$ cat src/rtl/uart_pkg.sv
// Shared types and helpers for the parametrised UART transmitter.
// Data words are zero-padded to MAX_DATA_BITS before the parity helper is applied.
package uart_pkg;

  typedef enum logic [2:0] {
    AGUARDA_DADO,
    GERA_START,
    TRANS_DADO,
    TRANS_PARIDADE,
    GERA_STOP1,
    GERA_STOP2
  } estado_tipo;

  typedef enum logic [1:0] {
    NENHUMA = 2'b00,
    PAR     = 2'b01,
    IMPAR   = 2'b10
  } paridade_t;

  localparam int MAX_DATA_BITS = 9;

  // Mode 2'b11 falls through to "no parity", same as NENHUMA.
  function automatic logic paridade_ativa(input logic [1:0] modo);
    return (modo == PAR) || (modo == IMPAR);
  endfunction

  function automatic logic bit_paridade(input logic [MAX_DATA_BITS-1:0] dado,
                                        input logic [1:0] modo);
    return (modo == IMPAR) ? ~(^dado) : (^dado);
  endfunction

endpackage

$ cat src/rtl/uart_baud_tick.sv
// Bit-period timer: tick marks the last clk cycle of each serial bit.
// limpa holds the count at zero so every new bit period starts clean.
module uart_baud_tick #(
  parameter int CLKS_PER_BIT = 16
) (
  input  logic clk,
  input  logic reset,
  input  logic limpa,
  output logic tick
);

  localparam int CNT_W = (CLKS_PER_BIT > 1) ? $clog2(CLKS_PER_BIT) : 1;
  localparam logic [CNT_W-1:0] ULTIMO = CNT_W'(CLKS_PER_BIT - 1);

  logic [CNT_W-1:0] r_cnt;

  always_ff @(posedge clk or negedge reset) begin
    if (!reset) begin
      r_cnt <= '0;
    end else if (limpa || tick) begin
      r_cnt <= '0;
    end else begin
      r_cnt <= r_cnt + CNT_W'(1);
    end
  end

  assign tick = (r_cnt == ULTIMO);

endmodule

$ cat src/rtl/codificador_uart_param.sv
// UART transmitter with a one-word holding buffer, runtime parity and 1/2 stop bits.
// TX/transmitindo/fim are registered copies of the state decode, one cycle behind the FSM.
module codificador_uart_param
  import uart_pkg::*;
#(
  parameter int DATA_BITS    = 8,
  parameter int CLKS_PER_BIT = 16
) (
  input  logic                 clk,
  input  logic                 reset,
  input  logic [DATA_BITS-1:0] dado,
  input  logic                 dado_valido,
  input  logic [1:0]           paridade_modo,
  input  logic                 stop_1_2,
  output logic                 pronto,
  output logic                 TX,
  output logic                 transmitindo,
  output logic                 fim
);

  localparam int BIT_W = $clog2(DATA_BITS);
  localparam logic [BIT_W-1:0] ULTIMO_BIT = BIT_W'(DATA_BITS - 1);

  estado_tipo r_estado, w_proximo;

  logic [DATA_BITS-1:0] r_buf_dado;
  logic [1:0]           r_buf_modo;
  logic                 r_buf_stop2;
  logic                 r_cheio;

  logic [DATA_BITS-1:0] r_shift;
  logic [BIT_W-1:0]     r_bit;
  logic                 r_par_en;
  logic                 r_par_bit;
  logic                 r_stop2;

  logic r_tx, r_transmitindo, r_fim;
  logic w_tick, w_limpa, w_tx, w_fim_quadro, w_carrega;

  assign w_limpa = (r_estado == AGUARDA_DADO);

  uart_baud_tick #(.CLKS_PER_BIT(CLKS_PER_BIT)) u_baud (
    .clk   (clk),
    .reset (reset),
    .limpa (w_limpa),
    .tick  (w_tick)
  );

  always_ff @(posedge clk or negedge reset) begin
    if (!reset) begin
      r_estado <= AGUARDA_DADO;
    end else begin
      r_estado <= w_proximo;
    end
  end

  // End of frame chains straight into the next start bit when the buffer is full.
  always_comb begin
    w_proximo    = r_estado;
    w_tx         = 1'b1;
    w_fim_quadro = 1'b0;
    case (r_estado)
      AGUARDA_DADO: begin
        if (r_cheio) w_proximo = GERA_START;
      end
      GERA_START: begin
        w_tx = 1'b0;
        if (w_tick) w_proximo = TRANS_DADO;
      end
      TRANS_DADO: begin
        w_tx = r_shift[0];
        if (w_tick && (r_bit == ULTIMO_BIT))
          w_proximo = r_par_en ? TRANS_PARIDADE : GERA_STOP1;
      end
      TRANS_PARIDADE: begin
        w_tx = r_par_bit;
        if (w_tick) w_proximo = GERA_STOP1;
      end
      GERA_STOP1: begin
        if (w_tick) begin
          if (r_stop2) w_proximo = GERA_STOP2;
          else         w_fim_quadro = 1'b1;
        end
      end
      GERA_STOP2: begin
        if (w_tick) w_fim_quadro = 1'b1;
      end
      default: w_proximo = AGUARDA_DADO;
    endcase
    if (w_fim_quadro) w_proximo = r_cheio ? GERA_START : AGUARDA_DADO;
    w_carrega = r_cheio && ((r_estado == AGUARDA_DADO) || w_fim_quadro);
  end

  always_ff @(posedge clk or negedge reset) begin
    if (!reset) begin
      r_buf_dado  <= '0;
      r_buf_modo  <= '0;
      r_buf_stop2 <= 1'b0;
      r_cheio     <= 1'b0;
      r_shift     <= '0;
      r_bit       <= '0;
      r_par_en    <= 1'b0;
      r_par_bit   <= 1'b0;
      r_stop2     <= 1'b0;
    end else begin
      if (w_carrega) begin
        r_cheio <= 1'b0;
      end else if (dado_valido && pronto) begin
        r_buf_dado  <= dado;
        r_buf_modo  <= paridade_modo;
        r_buf_stop2 <= stop_1_2;
        r_cheio     <= 1'b1;
      end
      if (w_carrega) begin
        r_shift   <= r_buf_dado;
        r_bit     <= '0;
        r_par_en  <= paridade_ativa(r_buf_modo);
        r_par_bit <= bit_paridade(MAX_DATA_BITS'(r_buf_dado), r_buf_modo);
        r_stop2   <= r_buf_stop2;
      end else if ((r_estado == TRANS_DADO) && w_tick && (r_bit != ULTIMO_BIT)) begin
        r_shift <= r_shift >> 1;
        r_bit   <= r_bit + BIT_W'(1);
      end
    end
  end

  always_ff @(posedge clk or negedge reset) begin
    if (!reset) begin
      r_tx           <= 1'b1;
      r_transmitindo <= 1'b0;
      r_fim          <= 1'b0;
    end else begin
      r_tx           <= w_tx;
      r_transmitindo <= (r_estado != AGUARDA_DADO);
      r_fim          <= w_fim_quadro;
    end
  end

  assign pronto       = !r_cheio;
  assign TX           = r_tx;
  assign transmitindo = r_transmitindo;
  assign fim          = r_fim;

endmodule

$ cat config.mk
export PLATFORM = sky130hd
export DESIGN_NAME = codificador_uart_param
export DESIGN_NICKNAME = d
export VERILOG_FILES = /design/src/rtl/uart_pkg.sv /design/src/rtl/uart_baud_tick.sv /design/src/rtl/codificador_uart_param.sv
export SDC_FILE = /design/constraint.sdc
export NUM_CORES = 1
export LEC_CHECK = 0
export CORE_AREA = 2 2 72 60
export DETAILED_ROUTE_END_ITERATION = 7
export DIE_AREA = 0 0 74 62
export SETUP_SLACK_MARGIN = 0.1
export SYNTH_ARGS = -nofsm -noshare
export SYNTH_HDL_FRONTEND = slang
export SYNTH_SLANG_ARGS = --single-unit
$ cat constraint.sdc
create_clock -name clk -period 5.8 [get_ports clk]
set_clock_uncertainty 0.2 [all_clocks]
set_input_delay 1.74 -clock clk [delete_from_list [all_inputs] [get_ports clk]]
set_output_delay 1.74 -clock clk [all_outputs]
set_load 0.05 [all_outputs]
==> impl_metrics.tcl <==
set metrics [dict create \
    die_area_sq_um 4590 \
    yosys-top-cells-area "dfrtp_1 (52%), mux2_2 (15%), xnor2_1 (3.1%), ha_1 (3.0%), nand2_1 (2.0%)" \
    place_congestion 0.896 \
    dieWidth_microns 74 \
    cp-start-kind "flip-flop" \
    grt_pass1_vias 1082 \
    fmaxAchievable_ghz 0.284 \
    cp.arrival_ns 1.58 \
    synth_nets 158 \
    final_antenna_net_count 0 \
    fill_cells 362 \
    cp.depth 1 \
    cts_num_sinks 36 \
    post-cts-setup-buffer-count 0 \
    cts-buffers-inserted 5 \
    clk_pin_slew_ns 0.07 \
    ctsHoldBuffers 0 \
    first_iter_violations 32 \
    r2r_slack_ns 3.26 \
    ys_warn_count 0 \
    ys.flop_type "dfrtp_1" \
    setup_viol 0 \
    antennaDiodeCount 0 \
    synth_cell_types 33 \
    hpwl_microns 2170 \
    rsz0062_at_grt "no" \
    netlist_instances 140 \
    grt_pass1_wl_microns 5000 \
    rr_worst_depth 5 \
    tns_ns 0 \
    timing.rr.start "r_bit[0]" \
    dpl_cell_area_sq_um 1890 \
    drv_cap 0 \
    critPathCapture "TX" \
    p_leak_nw 0.886 \
    yosysSeqAreaShare_pct 53.8 \
    core-area_sq_um 3970 \
    via_per_inst 5.00 \
    crit_family "buffers and inverters" \
    crit_fanout 1 \
    num_vias 1089 \
    ios 18 \
    fin_crit_sh_pct 60.7 \
    yosysTopAreaCellShare_pct 52.2 \
    floorplan.initialDensity_pct 42.3 \
    synth_edf_count 0 \
    cts_root_buf "clkbuf_8" \
    clkLatencyLatePin_ns 0.28 \
    cts_max_path_buffers 2 \
    slowest_delay_ns 0.79 \
    slew_violations 0 \
    worstSetupPathType "reg -> out" \
    ys_ff_latch 36 \
    worst_pin_slew_ns 0.889 \
    grt_usage_pct 14.7 \
    path_cells "clkdlybuf4s50_1" \
    endpoint_kind "primary output" \
    reg2reg_to "r_shift[6]" \
    worstPathRequired_ns 3.86 \
    synth_area_per_cell_sq_um 12.0 \
    powerDensity_nw_per_um2 518 \
    htree_num_levels 2 \
    synthToLayoutAreaGrowth_pct 18.4 \
    grt_overflow 0 \
    drc 0 \
    status "completed" \
    vdd_drop_max_mv 0.236 \
    crit_start "TX" \
    crit_buf_inv 1 \
    nNetsFinal 178 \
    slew_headroom_pct 40.6 \
    final-hold-violation-count 0 \
    hold_class "reg -> reg" \
    antenna_found_initial 0 \
    cts-resized-gates 0 \
    num_rows 21 \
    wl_per_cell_microns 13.1 \
    drive_gt1_share_pct 19.9 \
    grt_max_degree 37 \
    io_buffers 17 \
    crit_slowest_cell "clkdlybuf4s50_1" \
    fp.dieH_microns 62 \
    synthArstFlopShare_pct 100 \
    synth_top_area_cell "dfrtp_1" \
    synth_area_sq_um 1680 \
    fin_util_pct 50.1 \
    cts_tree "done" \
    finalCriticalPeriod_ns 3.52 \
    design_area_sq_um 1990 \
    routed_wl_microns 2850 \
    dr.pass1.iters 4 \
]
flip-flops by register name (all words and copies together), names as in the netlist, 2 cells and up:
register,count
r_estado,3
r_buf_modo,2
r_shift,8
r_buf_dado,8
r_bit,3
u_baud.r_cnt,4
worst min path at each step:
stage               startpoint         endpoint  slack (ns)  cells past startpoint
6_report       u_baud.r_cnt[0]  u_baud.r_cnt[0]        0.26                      1
5_1_grt        u_baud.r_cnt[0]  u_baud.r_cnt[0]        0.28                      1
3_5_place_dp   u_baud.r_cnt[0]  u_baud.r_cnt[0]        0.26                      1
3_3_place_gp   u_baud.r_cnt[0]  u_baud.r_cnt[0]        0.25                      1
2_1_floorplan  u_baud.r_cnt[0]  u_baud.r_cnt[0]        0.23                      1
4_1_cts        u_baud.r_cnt[0]  u_baud.r_cnt[0]        0.27                      1
cell usage after synthesis, types with 4 or more instances:
| cell type | n |
|---|---|
| nor2b_1 | 4 |
| dfrtp_1 | 35 |
| a21oi_1 | 5 |
| nand3_1 | 6 |
| inv_1 | 5 |
| nand2_1 | 9 |
| nor2_1 | 9 |
| xnor2_1 | 6 |
| ha_1 | 4 |
| o21ai_0 | 5 |
| mux2_2 | 22 |
per-layer routing:
layer | routed length, microns | GRT usage (%) | share of wire (%)
met4 | 0 | 3.12 | 0
met3 | 110 | 5.32 | 3.9
met5 | 0 | 0 | 0
met2 | 1300 | 22.2 | 46
met1 | 1440 | 20.7 | 50
report_power, final:
group / internal (mW) / switching, mW / leakage, nW
combinational: 0.237 / 0.182 / 0.391
sequential: 0.356 / 0.0761 / 0.444
clock: 0.0947 / 0.0828 / 0.0510
total: 0.688 / 0.341 / 0.886
placed cells by master, fill, tap and decap left out, drive strengths merged, types with 2 or more instances in the layout:
master         instances
xor2                   3
nand3                  6
nand2                  9
dfrtp                 35
clkdlybuf4s50         17
clkbuf                 6
nor2b                  4
nor2                   9
xnor2                  6
mux2i                  3
clkinv                 2
inv                    5
a21oi                  5
and3                   3
ha                     4
o21ai                  6
mux2                  22
a21boi                 2
nor3                   2
metrics by stage:
stage                     std cells  hold WS (ns)  setup WS, ns  total power, mW
after CTS                       218         0.266          2.26             1.04
after floorplan                 140         0.230          2.84            0.764
after global placement          210         0.249          2.08            0.844
final                           218         0.261          2.28             1.03
after detailed placement        210         0.256          2.07            0.861
after global routing            218         0.282          2.23             1.11
layout make-up:
| class | instances | area [sq um] | share of cell area [%] |
|---|---|---|---|
| Clock buffer | 6 | 82.6 | 4.16 |
| Clock inverter | 2 | 10.0 | 0.504 |
| Inverter | 5 | 18.8 | 0.945 |
| Multi-Input combinational cell | 94 | 724 | 36.5 |
| Sequential cell | 36 | 902 | 45.4 |
| Tap cell | 57 | 71.3 | 3.59 |
| Timing Repair Buffer | 18 | 178 | 8.94 |
cells by family (layout without fill, tap and decap cells):
| kind of cell | after synthesis | in the layout | share of synthesized area [%] |
|---|---|---|---|
| simple gates | 38 | 38 | 11.3 |
| compound gates | 17 | 17 | 6.26 |
| xor+xnor | 10 | 10 | 6.04 |
| mux | 25 | 25 | 16.6 |
| buf+inv | 10 | 31 | 3.06 |
| fa+ha+maj | 4 | 4 | 2.98 |
| flops | 36 | 36 | 53.8 |
No activity file was read; power rests on OpenSTA's default activity.
